$ cat src/rtl/apb_rr_master.sv
// Two-requester APB master: round-robin arbitration between two command ports,
// APB SETUP/ACCESS sequencing with optional PREADY timeout, per-requester response pulse.
module apb_rr_master #(
    parameter int ADDWIDTH  = 8,
    parameter int DATAWIDTH = 32,
    parameter int TIMEOUT   = 15
) (
    input  logic                           PCLK,
    input  logic                           PRESET,
    input  logic [1:0]                     req_valid,
    output logic [1:0]                     req_ready,
    input  logic [1:0]                     req_write,
    input  logic [2*(ADDWIDTH+1)-1:0]      req_addr,
    input  logic [2*DATAWIDTH-1:0]         req_wdata,
    input  logic [2*(DATAWIDTH/8)-1:0]     req_strb,
    output logic [1:0]                     rsp_valid,
    output logic [DATAWIDTH-1:0]           rsp_rdata,
    output logic                           rsp_err,
    output logic [1:0]                     PSEL,
    output logic                           PENABLE,
    output logic                           PWRITE,
    output logic [ADDWIDTH-1:0]            PADDR,
    output logic [DATAWIDTH-1:0]           PWDATA,
    output logic [DATAWIDTH/8-1:0]         PSTRB,
    input  logic                           PREADY,
    input  logic [DATAWIDTH-1:0]           PRDATA,
    input  logic                           PSLVERR
);

    localparam int AW1 = ADDWIDTH + 1;
    localparam int SW  = DATAWIDTH / 8;
    localparam logic [7:0] TO_LIM = 8'(TIMEOUT);

    typedef enum logic [1:0] {IDLE, SETUP, ACCESS} state_t;

    state_t               state, state_nx;
    logic                 last_gnt;
    logic                 owner;
    logic [7:0]           wait_cnt;
    logic                 gsel;
    logic                 accept;
    logic                 done;
    logic                 abort;
    logic                 sel_write;
    logic [AW1-1:0]       sel_addr;
    logic [DATAWIDTH-1:0] sel_wdata;
    logic [SW-1:0]        sel_strb;

    function automatic logic [7:0] sat_inc(input logic [7:0] v);
        return (v == 8'hFF) ? v : v + 8'd1;
    endfunction

    // On a tie the requester that did not win last time gets the bus.
    always_comb begin
        gsel      = (req_valid == 2'b11) ? ~last_gnt : req_valid[1];
        accept    = (state == IDLE) && (req_valid != 2'b00) && !PRESET;
        req_ready = {gsel, ~gsel} & {2{accept}};
        sel_write = gsel ? req_write[1] : req_write[0];
        sel_addr  = gsel ? req_addr[2*AW1-1:AW1] : req_addr[AW1-1:0];
        sel_wdata = gsel ? req_wdata[2*DATAWIDTH-1:DATAWIDTH] : req_wdata[DATAWIDTH-1:0];
        sel_strb  = gsel ? req_strb[2*SW-1:SW] : req_strb[SW-1:0];
        done      = (state == ACCESS) && PREADY;
        abort     = (state == ACCESS) && !PREADY && (TIMEOUT != 0) && (wait_cnt == TO_LIM);
    end

    always_comb begin
        state_nx = state;
        case (state)
            IDLE:    if (accept) state_nx = SETUP;
            SETUP:   state_nx = ACCESS;
            ACCESS:  if (done || abort) state_nx = IDLE;
            default: state_nx = IDLE;
        endcase
    end

    always_ff @(posedge PCLK) begin
        if (PRESET) state <= IDLE;
        else        state <= state_nx;
    end

    always_ff @(posedge PCLK) begin
        if (PRESET) begin
            last_gnt  <= 1'b1;
            owner     <= 1'b0;
            wait_cnt  <= 8'd0;
            PSEL      <= 2'b00;
            PENABLE   <= 1'b0;
            PWRITE    <= 1'b0;
            PADDR     <= '0;
            PWDATA    <= '0;
            PSTRB     <= '0;
            rsp_valid <= 2'b00;
            rsp_rdata <= '0;
            rsp_err   <= 1'b0;
        end else begin
            rsp_valid <= 2'b00;
            case (state)
                IDLE: if (accept) begin
                    owner    <= gsel;
                    last_gnt <= gsel;
                    PWRITE   <= sel_write;
                    PADDR    <= sel_addr[ADDWIDTH-1:0];
                    PSEL     <= sel_addr[ADDWIDTH] ? 2'b10 : 2'b01;
                    PWDATA   <= sel_wdata;
                    PSTRB    <= sel_write ? sel_strb : '0;
                end
                SETUP: begin
                    PENABLE  <= 1'b1;
                    wait_cnt <= 8'd0;
                end
                ACCESS: if (done || abort) begin
                    // Response is registered so it lines up with the return to IDLE.
                    PSEL      <= 2'b00;
                    PENABLE   <= 1'b0;
                    rsp_valid <= owner ? 2'b10 : 2'b01;
                    rsp_rdata <= (done && !PWRITE) ? PRDATA : '0;
                    rsp_err   <= done ? PSLVERR : 1'b1;
                end else begin
                    wait_cnt <= sat_inc(wait_cnt);
                end
                default: ;
            endcase
        end
    end

endmodule
$ cat config.mk
export PLATFORM = sky130hd
export DESIGN_NAME = apb_rr_master
export DESIGN_NICKNAME = d
export VERILOG_FILES = /design/src/rtl/apb_rr_master.sv
export SDC_FILE = /design/constraint.sdc
export NUM_CORES = 1
export LEC_CHECK = 0
export CELL_PAD_IN_SITES_DETAIL_PLACEMENT = 1
export CELL_PAD_IN_SITES_GLOBAL_PLACEMENT = 1
export CORE_MARGIN = 2
export CORE_UTILIZATION = 31
export CTS_BUF_LIST = sky130_fd_sc_hd__clkbuf_8
export CTS_CLUSTER_SIZE = 8
export DETAILED_ROUTE_END_ITERATION = 12
export PLACE_DENSITY_LB_ADDON = 0.15
export SLEW_MARGIN = 0
export SYNTH_ARGS = -nofsm -noshare
export SYNTH_HDL_FRONTEND = slang
export SYNTH_SLANG_ARGS = --single-unit
$ cat constraint.sdc
create_clock -name PCLK -period 3.65 [get_ports PCLK]
set_input_delay 0.73 -clock PCLK [delete_from_list [all_inputs] [get_ports PCLK]]
set_output_delay 0.73 -clock PCLK [all_outputs]
set_load 0.005 [all_outputs]
Word-level counts from Yosys, hierarchy flattened
Index checks and enable logic that the tools add are counted.
Widths: inputs -> output; s select.
{ "classes": {"n_addsub": 1, "n_eq_ne": 9, "mux": 20, "bitwise_logic": 5, "n_reduce_logical": 21} }
{ "ops": {"columns": ["operator", "count"], "rows": [
  ["$mux 32", 2],
  ["$mux 8", 2],
  ["$pmux 8 s2", 1],
  ["$mux 2", 5],
  ["$mux 9", 1],
  ["$add 8x1->8 const B", 1],
  ["$eq 8x4->1 const B", 1],
  ["$eq 8x8->1 const B", 1],
  ["$mux 4", 2],
  ["$reduce_and 2->1", 4],
  ["$logic_and 1x1->1", 6],
  ["$ne 2x2->1 const B", 3],
  ["$pmux 2 s3", 1],
  ["$reduce_and 3->1", 2],
  ["$reduce_bool 2->1", 3],
  ["$eq 2x2->1 const B", 2],
  ["$mux 1", 4],
  ["$not 1->1", 4],
  ["$pmux 2 s2", 1],
  ["$logic_not 1->1", 3],
  ["$reduce_or 3->1", 1],
  ["$and 2x2->2", 1],
  ["$eq 2x1->1 const B", 1],
  ["$logic_not 2->1", 1],
  ["3 further kinds", 3]
]} }
{ "totals": {"regBits": 95, "inputBits": 130} }

Depth between registers and ports, before layout
{ "depth": {"word_depth": 6, "ltp_mapped": 8, "depth_no_buf": 6} }

Worst setup path before layout
OpenSTA, ideal clock, no wires.
{ "synth_path": {"path_type": "input port to output port", "from": "in PRESET", "to": "out req_ready[0]", "arrival_ps": 1396, "required_ps": 2920, "slack_ps": 1524, "path_stages": 3, "path_buffers": 1, "path_cell_list": "clkbuf_1 > nand3b_1 > a21oi_1"} }
{ "synth_via": {"elab_chain_cells": 3} }
{ "synth_lines": {"columns": ["element", "line_no", "rtl"], "rows": [
  ["from (decl)", "9", "input logic PRESET,"],
  ["$logic_not 1->1", "56", "accept = (state == IDLE) && (req_valid != 2'b00) && !PRESET;"],
  ["$logic_and 1x1->1", "56", null],
  ["$and 2x2->2", "57", "req_ready = {gsel, ~gsel} & {2{accept}};"],
  ["to (decl)", "11", "output logic [1:0] req_ready,"]
]} }
Every way passes these cells.

Final worst setup path
{ "layout_path": {"from": "in req_valid[1]", "to": "out req_ready[1]"} }
{ "layout_via": {"elab_chain_cells": 4} }
{ "layout_lines": {"columns": ["element", "line_no", "rtl"], "rows": [
  ["from (decl)", "10", "input logic [1:0] req_valid,"],
  ["$reduce_bool 2->1", "56", null],
  ["$logic_and 1x1->1 (2 in a row)", "56", null],
  ["$and 2x2->2 (*)", "57", null]
]} }
Every way passes the cells marked *; elsewhere a longest branch is shown, timed or not.

==> out/summary.json <==
{
  "cp_slowest_stage_delay_ns": 0.56,
  "post-synth-top-area-cell": "sky130_fd_sc_hd__dfxtp_1",
  "wirelength_met1_mm": 5.930,
  "average_size_of_a_mapped_cell_um2": 10.05,
  "die_area_um2": 13390,
  "routed_wl_mm": 13.64,
  "first_pass_iters": 5,
  "largest_net_degree_at_the_start_of_global_routing": 71,
  "post_detail_place_hpwl_mm": 10.03,
  "yosys_most_used_dff": "sky130_fd_sc_hd__dfxtp_1",
  "setup_ws_ns": 0.5651,
  "viasPerCell": 4.938,
  "cts.sink_count": 95,
  "cts-htree-levels": 3,
  "outcome": "completed",
  "clkPwrFrac_pct": 21.7,
  "share_comb_of_total_power_pct": 36.2,
  "path_delay_family": "buffers and inverters",
  "final_cell_mix": "sky130_fd_sc_hd__clkdlybuf4s50_1, sky130_fd_sc_hd__dfxtp_1, sky130_fd_sc_hd__nor2_1",
  "detail-route-antenna-nets": 0,
  "rsz0062_at_grt": "no",
  "post_cts.repair.setup_buffers": 0,
  "worst_ir_drop_on_vdd_uv": 210.9,
  "post-route-cell-area_um2": 6341,
  "via_count": 3758,
  "io_buffers": 214,
  "power.density_nw_per_um2": 480.7,
  "routed_wire_length_per_instance_um": 17.92,
  "final-max-slew-violation-count": 0,
  "cp_data_arrival_time_ns": 2.35,
  "cell_internal_pwr_mw": 2.045,
  "critPathSlowestCell": "sky130_fd_sc_hd__clkdlybuf4s50_1",
  "path_buf_inv": 2,
  "first_global_vias": 3774,
  "initial_antenna_violation_count": 0,
  "top_routing_layer_in_use": "met4",
  "finalWorstPathRequiredPeriod_ns": 3.085,
  "power_switching_mw": 1.003,
  "grt_first_pass_wirelength_mm": 20.80,
  "power.leakage_nw": 2.306,
  "post-route-util_pct": 52.36,
  "clk-insertion-delay-late_ns": 0.38,
  "period_share_pct": 84.52,
  "die_width_um": 115.7,
  "setup.worst_path.class": "input pin to primary output",
  "share_of_the_yosys_chip_area_belonging_to_registers_pct": 49.16,
  "worst-path-max-fanout": 7,
  "worstMarginPinSlew_ns": 0.7106,
  "tritoncts.num_buffers": 9,
  "final_layout_size_suffix_gt1_share_pct": 5.236,
  "final_common_cell": "sky130_fd_sc_hd__clkdlybuf4s50_1",
  "finalWeightedCongestion": 0.7874,
  "crit_path_start_kind": "input pin",
  "cts.hold.buffers_added": 0,
  "r2r_setup_slack_ns": 1.54,
  "sequentialPowerShare_pct": 42.1,
  "ys_async_sr_fraction_pct": 0,
  "globalRouteTotalUtil_pct": 20.11,
  "fin_nets": 722,
  "netSwitchingFraction_pct": 32.90,
  "area_growth_pct": 63.91,
  "multi_input_logic_area_um2": 1837,
  "regArea_um2": 1902,
  "crit_required_ns": 2.92,
  "synth-edff-count": 0,
  "final.hold.worst_slack_ns": 0.4792,
  "grt.overflow.total": 0,
  "cts.repair.resized": 0,
  "ios": 215,
  "row_count": 40,
  "dpl_cell_area_um2": 6158,
  "synth_cells": 385,
  "post_synth_instance_area_um2": 3869,
  "finalSetupTns_ns": 0,
  "timing.hold.worst.class": "flop to flop",
  "clk_pin_slew_worst_paths_ns": 0.09,
  "timing.clock.skew_ns": 0.009455,
  "timing.max_slew.rel_slack_pct": 52.63,
  "timing.critical_path.to_type": "primary output",
  "synth_warnings": 0,
  "met2_wirelength_mm": 6.654,
  "yosys.cell_types.count": 48,
  "synth_seq_cells": 95,
  "coreArea_um2": 12110,
  "worst_path_cell_chain": "clkdlybuf4s50_1 -> a21boi_4 -> and2_1 -> clkdlybuf4s50_1",
  "worst_path_most_repeated_cell": "sky130_fd_sc_hd__clkdlybuf4s50_1",
  "drtIter0Drc": 156,
  "fmaxAchievable_mhz": 324.2,
  "cts-root-to-sink-buffers": 2,
  "dr_wl_met3_um": 721,
  "floorplan.die.height_um": 115.7,
  "clock_tree.root_cell": "sky130_fd_sc_hd__clkbuf_8",
  "timing.final.setup_violations": 0,
  "number_of_maximum_capacitance_violations": 0,
  "preCtsSetupSlack_ns": 0.5745,
  "cts_tree": "built",
  "syn_nets": 520,
  "initial_utilization_pct": 31.94,
  "post_synth_main_area_contributors": "sky130_fd_sc_hd__dfxtp_1, sky130_fd_sc_hd__mux2i_1, sky130_fd_sc_hd__a211oi_1",
  "synth_top_area_share_pct": 49.16,
  "drc": 0,
  "fill_cells": 1375,
  "hold_violations": 0
}
## per-stage QoR
stage | instances | total power, mW
floorplan | 385 | 1.823
global placement | 744 | 2.379
detailed placement | 744 | 2.419
CTS | 760 | 3.095
global route | 760 | 3.256
finish | 761 | 3.048
## state kept, by name (all words and copies together) (netlist names)
name and cells:
PADDR 8, PENABLE 1, PSEL 2, PSTRB 4, PWDATA 32, PWRITE 1
last_gnt 1, owner 1, rsp_err 1, rsp_rdata 32, rsp_valid 2, state 2
wait_cnt 8
## area by class of cell
| type | count | area share (%) |
|---|---|---|
| clock inverters | 7 | 0.8879 |
| multi-input cells | 257 | 28.97 |
| repair buffers | 220 | 34.61 |
| well taps | 168 | 3.315 |
| clock buffers | 9 | 1.953 |
| inverters | 4 | 0.2368 |
| flip-flops and latches | 95 | 29.99 |
| diodes | 1 | 0.03946 |
## kinds of logic (layout without fill, tap and decap cells)
kind of cell               Yosys count  in the layout  share of synthesized area [%]
buffers and inverters               33            240                          3.719
DFF                                 95             95                          49.16
other                                0              1                              0
AOI/OAI and AO/OA                  111            111                          22.02
adders and majority gates            5              5                          1.617
muxes                               43             43                          11.16
and+or+nand+nor                     98             98                          12.32
## worst reg2reg max path: cells and delay by family (launching register included)
kind            cells  cell delay (ns)
compound gates      1             0.09
simple gates        2             0.90
buf+inv             1             0.11
fa+ha+maj           1             0.61
flops               1             0.34
## worst paths after layout
path,start,end,depth (start not counted)
worst max-delay path,req_valid[1],req_ready[1],4
worst min-delay path,PSTRB[1],PSTRB[1],2
worst max register to register,state[0],wait_cnt[1],5
worst min register to register,PSTRB[1],PSTRB[1],2
## routing by layer
layer	global-route usage, %	vias up
met5	0	-
met4	9.365	0
met3	3.766	22
met2	32.94	127
met1	25.73	1775
li1	-	1834
## power groups by stage
| stage | Sequential, mW | Combinational, mW | Clock [mW] |
|---|---|---|---|
| after floorplan | 1.30 | 0.519 | 0 |
| after global placement | 1.30 | 1.08 | 0 |
| after detailed placement | 1.31 | 1.11 | 0 |
| after CTS | 1.28 | 1.12 | 0.692 |
| after global routing | 1.30 | 1.22 | 0.738 |
| final | 1.28 | 1.10 | 0.661 |
## synth_stat cells (5+ instances only)
cell	count
sky130_fd_sc_hd__a211oi_1	38
sky130_fd_sc_hd__nand3_1	6
sky130_fd_sc_hd__dfxtp_1	95
sky130_fd_sc_hd__buf_2	10
sky130_fd_sc_hd__clkbuf_1	15
sky130_fd_sc_hd__a22o_1	32
sky130_fd_sc_hd__ha_1	5
sky130_fd_sc_hd__o21ai_0	9
sky130_fd_sc_hd__nand2_1	12
sky130_fd_sc_hd__a21oi_1	8
sky130_fd_sc_hd__nor2_1	48
sky130_fd_sc_hd__a222oi_1	5
sky130_fd_sc_hd__mux2i_1	42
sky130_fd_sc_hd__nand2b_1	8
Note: power is estimated with default switching activity, not from simulation.
